<file path="src/rtl/seg_pkg.sv">
// Shared types and constants for the 7-segment scan controller.
package seg_pkg;

    typedef logic [3:0] bcd_t;

    localparam bcd_t BCD_MAX = 4'd9;

    typedef enum logic [0:0] {
        IDLE,
        SCAN
    } scan_state_e;

    function automatic logic bcd_invalid(input bcd_t code);
        return code > BCD_MAX;
    endfunction

endpackage

</file>
<file path="src/rtl/seg_prescaler.sv">
// Digit-slot prescaler: counts 0..DIV-1 and flags the last cycle of each slot.
module seg_prescaler #(
    parameter int unsigned DIV   = 1000,
    parameter int unsigned DIV_W = $clog2(DIV)
) (
    input  logic             clk,
    input  logic             rst_n,
    input  logic             i_restart,
    output logic             o_tick,
    output logic [DIV_W-1:0] o_cnt
);

    logic [DIV_W-1:0] r_cnt;
    logic             w_last;

    assign w_last = (r_cnt == DIV_W'(DIV - 1));

    always_ff @(posedge clk or negedge rst_n) begin
        if (!rst_n) begin
            r_cnt <= '0;
        end else if (i_restart || w_last) begin
            r_cnt <= '0;
        end else begin
            r_cnt <= r_cnt + DIV_W'(1);
        end
    end

    assign o_tick = w_last;
    assign o_cnt  = r_cnt;

endmodule

</file>
<file path="src/rtl/seg_scan_ctrl.sv">
// Multiplexed 7-segment scan controller with frame-boundary commit of pending BCD frames.
// Optional leading-zero suppression is compiled in when SEG_LZ_BLANK_EN is defined.
module seg_scan_ctrl
    import seg_pkg::*;
#(
    parameter int unsigned N_DIG = 4,
    parameter int unsigned DIV   = 1000,
    parameter int unsigned DIV_W = $clog2(DIV),
    parameter int unsigned IDX_W = $clog2(N_DIG)
) (
    input  logic               clk,
    input  logic               rst_n,
    input  logic               in_valid,
    output logic               in_ready,
    input  logic [4*N_DIG-1:0] in_data,
    output logic [3:0]         dec_b,
    output logic [N_DIG-1:0]   dig_sel,
    output logic               seg_blank,
    output logic               frame_done,
    output logic               code_err,
    input  logic               err_clr
);

    scan_state_e        r_state, w_state_nxt;
    logic [IDX_W-1:0]   r_idx, w_idx_nxt;
    logic [4*N_DIG-1:0] r_active, w_active_nxt;
    logic [4*N_DIG-1:0] r_pend;
    logic               r_pend_vld, w_pend_vld_nxt;
    logic [N_DIG-1:0]   r_dig_sel, w_dig_sel_nxt;
    bcd_t               r_dec_b, w_dec_b_nxt;
    logic               r_seg_blank, w_seg_blank_nxt;
    logic               r_frame_done, w_frame_done_nxt;
    logic               r_code_err, w_code_err_nxt;

    logic               w_tick;
    logic [DIV_W-1:0]   w_cnt;
    logic               w_accept;
    logic               w_wrap;
    logic               w_first;
    logic               w_lz;

    // Held in restart while idle so the first slot after a load starts at count 0.
    seg_prescaler #(
        .DIV   (DIV),
        .DIV_W (DIV_W)
    ) u_prescaler (
        .clk       (clk),
        .rst_n     (rst_n),
        .i_restart (r_state == IDLE),
        .o_tick    (w_tick),
        .o_cnt     (w_cnt)
    );

    assign w_accept = in_valid && !r_pend_vld;
    assign w_wrap   = w_tick && (r_idx == IDX_W'(N_DIG - 1));

    always_comb begin
        w_state_nxt    = r_state;
        w_idx_nxt      = r_idx;
        w_active_nxt   = r_active;
        w_pend_vld_nxt = r_pend_vld;
        w_first        = 1'b0;
        unique case (r_state)
            IDLE: begin
                if (w_accept) begin
                    w_state_nxt  = SCAN;
                    w_idx_nxt    = '0;
                    w_active_nxt = in_data;
                    w_first      = 1'b1;
                end
            end
            SCAN: begin
                if (w_accept) begin
                    w_pend_vld_nxt = 1'b1;
                end
                if (w_tick) begin
                    w_first   = 1'b1;
                    w_idx_nxt = w_wrap ? '0 : r_idx + IDX_W'(1);
                    if (w_wrap && r_pend_vld) begin
                        w_active_nxt   = r_pend;
                        w_pend_vld_nxt = 1'b0;
                    end
                end
            end
            default: w_state_nxt = IDLE;
        endcase
    end

`ifdef SEG_LZ_BLANK_EN
    // Blank when this digit and every more significant digit are zero; digit 0 always shows.
    always_comb begin
        w_lz = (w_idx_nxt != '0);
        for (int k = 0; k < int'(N_DIG); k++) begin
            if (k >= int'(w_idx_nxt) && w_active_nxt[4*k +: 4] != 4'd0) begin
                w_lz = 1'b0;
            end
        end
    end
`else
    assign w_lz = 1'b0;
`endif

    // Outputs are precomputed from next-state so they change together with the slot.
    always_comb begin
        w_dig_sel_nxt = '0;
        w_dec_b_nxt   = '0;
        if (w_state_nxt == SCAN) begin
            w_dig_sel_nxt = N_DIG'(1) << w_idx_nxt;
            w_dec_b_nxt   = w_active_nxt[4*w_idx_nxt +: 4];
        end
        w_seg_blank_nxt  = (w_state_nxt == IDLE) || w_first || bcd_invalid(w_dec_b_nxt) || w_lz;
        w_frame_done_nxt = (r_state == SCAN) && (w_cnt == DIV_W'(DIV - 2))
                           && (r_idx == IDX_W'(N_DIG - 1));
        w_code_err_nxt   = ((r_state == SCAN) && (w_cnt == '0) && bcd_invalid(r_dec_b))
                           || (r_code_err && !err_clr);
    end

    always_ff @(posedge clk or negedge rst_n) begin
        if (!rst_n) begin
            r_state      <= IDLE;
            r_idx        <= '0;
            r_active     <= '0;
            r_pend       <= '0;
            r_pend_vld   <= 1'b0;
            r_dig_sel    <= '0;
            r_dec_b      <= '0;
            r_seg_blank  <= 1'b1;
            r_frame_done <= 1'b0;
            r_code_err   <= 1'b0;
        end else begin
            r_state      <= w_state_nxt;
            r_idx        <= w_idx_nxt;
            r_active     <= w_active_nxt;
            r_pend_vld   <= w_pend_vld_nxt;
            r_dig_sel    <= w_dig_sel_nxt;
            r_dec_b      <= w_dec_b_nxt;
            r_seg_blank  <= w_seg_blank_nxt;
            r_frame_done <= w_frame_done_nxt;
            r_code_err   <= w_code_err_nxt;
            if (r_state == SCAN && w_accept) begin
                r_pend <= in_data;
            end
        end
    end

    assign in_ready   = !r_pend_vld;
    assign dig_sel    = r_dig_sel;
    assign dec_b      = r_dec_b;
    assign seg_blank  = r_seg_blank;
    assign frame_done = r_frame_done;
    assign code_err   = r_code_err;

endmodule

</file>
<file path="config.mk">
export PLATFORM = sky130hd
export DESIGN_NAME = seg_scan_ctrl
export DESIGN_NICKNAME = d
export VERILOG_FILES = /design/src/rtl/seg_pkg.sv /design/src/rtl/seg_prescaler.sv /design/src/rtl/seg_scan_ctrl.sv
export SDC_FILE = /design/constraint.sdc
export NUM_CORES = 1
export LEC_CHECK = 0
export ABC_CLOCK_PERIOD_IN_PS = 5900
export CORE_MARGIN = 5
export CORE_UTILIZATION = 40
export CTS_CLUSTER_DIAMETER = 150
export CTS_CLUSTER_SIZE = 30
export DETAILED_ROUTE_END_ITERATION = 7
export GPL_TIMING_DRIVEN = 1
export REMOVE_ABC_BUFFERS = 1
export SETUP_SLACK_MARGIN = 0.3
export SYNTH_ARGS = -nofsm -noshare
export SYNTH_HDL_FRONTEND = slang
export SYNTH_SLANG_ARGS = --single-unit
</file>
<file path="constraint.sdc">
create_clock -name clk -period 5.9 [get_ports clk]
set_clock_uncertainty 0.1 [all_clocks]
set_input_delay 0.59 -clock clk [delete_from_list [all_inputs] [get_ports clk]]
set_output_delay 0.59 -clock clk [all_outputs]
set_load 0.02 [all_outputs]
</file>
==> results.tsv <==
metric	value	unit
outcome	finished, final reports clean	
Buf/Inv on CP	1	
switching power	369.7	uW
total global routing overflow	0	
hpwl dp	4252	um
routed wire length	6541	um
total number of yosys warnings	0	
fmax	295.6	MHz
TritonCTS clock tree	yes	
Hold-fix buffers, CTS	0	
CP max stage cell	clkdlybuf4s50_1	
vias per std cell	5.428	
period utilisation layout	57.33	%
Worst path max stage delay	750	ps
worst hold path type	in2async	
Slew @ Worst Pin	869.0	ps
Fill cells	693	
total internal power	929.1	uW
Switching Share	28.47	%
# port buffers	31	
worst setup margin	2517	ps
Sum Neg Setup Slack	0	ps
Initial Util	40.88	%
core area	7214	sq um
fin crit period	3383	ps
Top FF cell, synth	dfrtp_1	
initial antenna violation count	0	
area of the multi-input gates	1389	sq um
delay-heaviest family, CP	simple AND/OR/NAND/NOR gates	
Post-CTS Setup Bufs	0	
crit path DAT	3540	ps
DR WL/cell	16.48	um
Post-synth EDFFs	0	
# clock sinks	57	
DP Worst Slack	2136	ps
Worst Setup End Kind	register	
post-synthesis async set-or-reset flop share	100.0	%
Synth Instances	270	
DIE WIDTH	95.87	um
FF+latch count, synth	57	
clk_lat worst skew	340	ps
number of global-route vias before repair	2194	
Max Cap Viol	0	
CP required	6050	ps
CP Cell Sequence	clkdlybuf4s50_1 -> nand2b_1 -> and3_1 -> a311oi_4 -> mux2i_1 -> mux2i_1 -> o211ai_1 -> nand3_1	
row count	31	
root buf cell	clkbuf_8	
vias	2155	
post-cts resize count	0	
nets@finish	317	
largest net degree at the start of global routing	58	
Pre-antenna DRT Iters	4	
FF/Latch Area	1428	sq um
clock buffer depth	2	
worst-path maximum fanout	17	
share of cells above drive strength 1	14.77	%
Total GRT Usage	15.92	%
Diodes inserted	0	
Mean Syn Cell Area	10.92	sq um
die area	9190	sq um
GPL Wtd Cong	0.7784	
RSZ-0062 raised after global routing	no	
VDD IR max	159.1	uV
clk slew on worst S/H paths	70	ps
endpoints failing hold	0	
pwr/cell area	366.0	nW/um^2
Crit path top cell by count	mux2i_1	
Chip Height	95.87	um
Yosys cell types	43	
first-pass GRT wire length	11130	um
final setup fails	0	
Slew headroom	41.74	%
final slew viol count	0	
LEAKAGE	1.588	nW
number of H-tree levels	3	
Ports	32	
kind of critical path	in2reg	
number of remaining DRC errors	0	
Comb power frac	20.7	%
Final ANT Viol Nets	0	
Syn-to-layout area delta	20.32	%
Mapped Area	2949	sq um
clock power share	36.2	%
Hold Slack	277.7	ps
Seq pwr share	43.1	%
sequential area share after synthesis	48.41	%
final core utilization	49.18	%
DRT iter0 DRCs	85	
CTS Buf Count	9	
startpoint types	input pin	
## Yosys cell counts, types with 2 or more instances
cell type	count	share of area (%)
ha_1	4	1.7
xnor2_1	3	0.89
nor3_1	3	0.51
nor2b_1	2	0.42
nand3_1	8	1.4
a21oi_1	6	1.0
nor2_1	13	1.7
mux2i_1	16	5.4
dfrtp_1	56	48
nand4_1	12	2.5
and3b_1	11	3.3
inv_1	9	1.1
a211oi_1	12	3.1
a31oi_1	12	2.5
mux2_2	16	6.1
and3_1	8	1.7
o31ai_1	13	3.3
nand2_1	14	1.8
xor2_1	5	1.5
clkbuf_1	10	1.3
buf_2	10	1.7
nor4_1	2	0.42
and2_1	5	1.1
## kinds of logic after synthesis
logic type / synth area share, %
simple gates: 19.35
flops: 48.41
compound gates: 11.75
mux: 11.92
buf+inv: 4.497
xor+xnor: 2.376
fa+ha+maj: 1.697
## power groups by stage
stage	Combinational, mW	Sequential, mW	Clock (mW)
final	0.269	0.559	0.470
after global routing	0.304	0.572	0.497
after CTS	0.273	0.560	0.476
after detailed placement	0.271	0.564	0
after global placement	0.269	0.563	0
after floorplan	0.161	0.568	0
## stage by stage
stage,instance area (sq um),std cells,power [mW]
after floorplan,2850,249,0.7286
after global placement,3294,381,0.8323
after detailed placement,3294,381,0.8354
after CTS,3548,397,1.309
after global routing,3548,397,1.374
final,3548,397,1.299
## flip-flops by register name (all words and copies together) (netlist names)
register,count
r_state,1
frame_done,1
r_pend_vld,1
r_idx,2
dig_sel,4
dec_b,4
r_pend,16
seg_blank,1
code_err,1
u_prescaler.o_cnt,10
r_active,16
## cell type report
type,count,share of cell area (%)
Tap cell,99,3.491
Clock inverter,4,2.786
Inverter,9,0.9520
Timing Repair Buffer,33,9.027
Multi-Input combinational cell,183,39.14
Sequential cell,57,40.23
Clock buffer,12,4.372
## routing by layer
metal | wire length, um | global-route usage, %
met1 | 3281 | 22.60
met2 | 2940 | 23.22
met3 | 278 | 4.848
met4 | 41 | 4.976
met5 | 0 | 0
## cells in the final DEF, fill, tap and decap left out, types with 2 or more instances in the layout
master / count
xnor2_1: 3
nor3_1: 3
o31ai_1: 13
dfrtp_1: 56
mux2_2: 16
and2_1: 5
clkbuf_8: 11
nor2b_1: 2
nand3_1: 8
a31oi_1: 12
nand2_1: 14
nor2_1: 13
ha_1: 4
a211oi_1: 12
mux2i_1: 16
buf_4: 2
nor4_1: 2
clkdlybuf4s50_1: 30
and3b_1: 11
a21oi_1: 6
inv_1: 9
and3_1: 8
bufinv_16: 3
nand4_1: 12
xor2_1: 5
## path summary, 6_finish.rpt
| kind | depth (start not counted) | from | end | slack, ps |
|---|---|---|---|---|
| min in group clk | 1 | r_pend[6] | r_pend[6] | 410 |
| min | 2 | rst_n | r_pend[5] | 280 |
| max in group asynchronous | 2 | rst_n | u_prescaler.o_cnt[9] | 4930 |
| max reg2reg | 7 | r_pend_vld | seg_blank | 2840 |
| max | 8 | in_valid | seg_blank | 2520 |
| min reg2reg | 1 | r_pend[6] | r_pend[6] | 410 |
(Power assumes the default switching activity.)
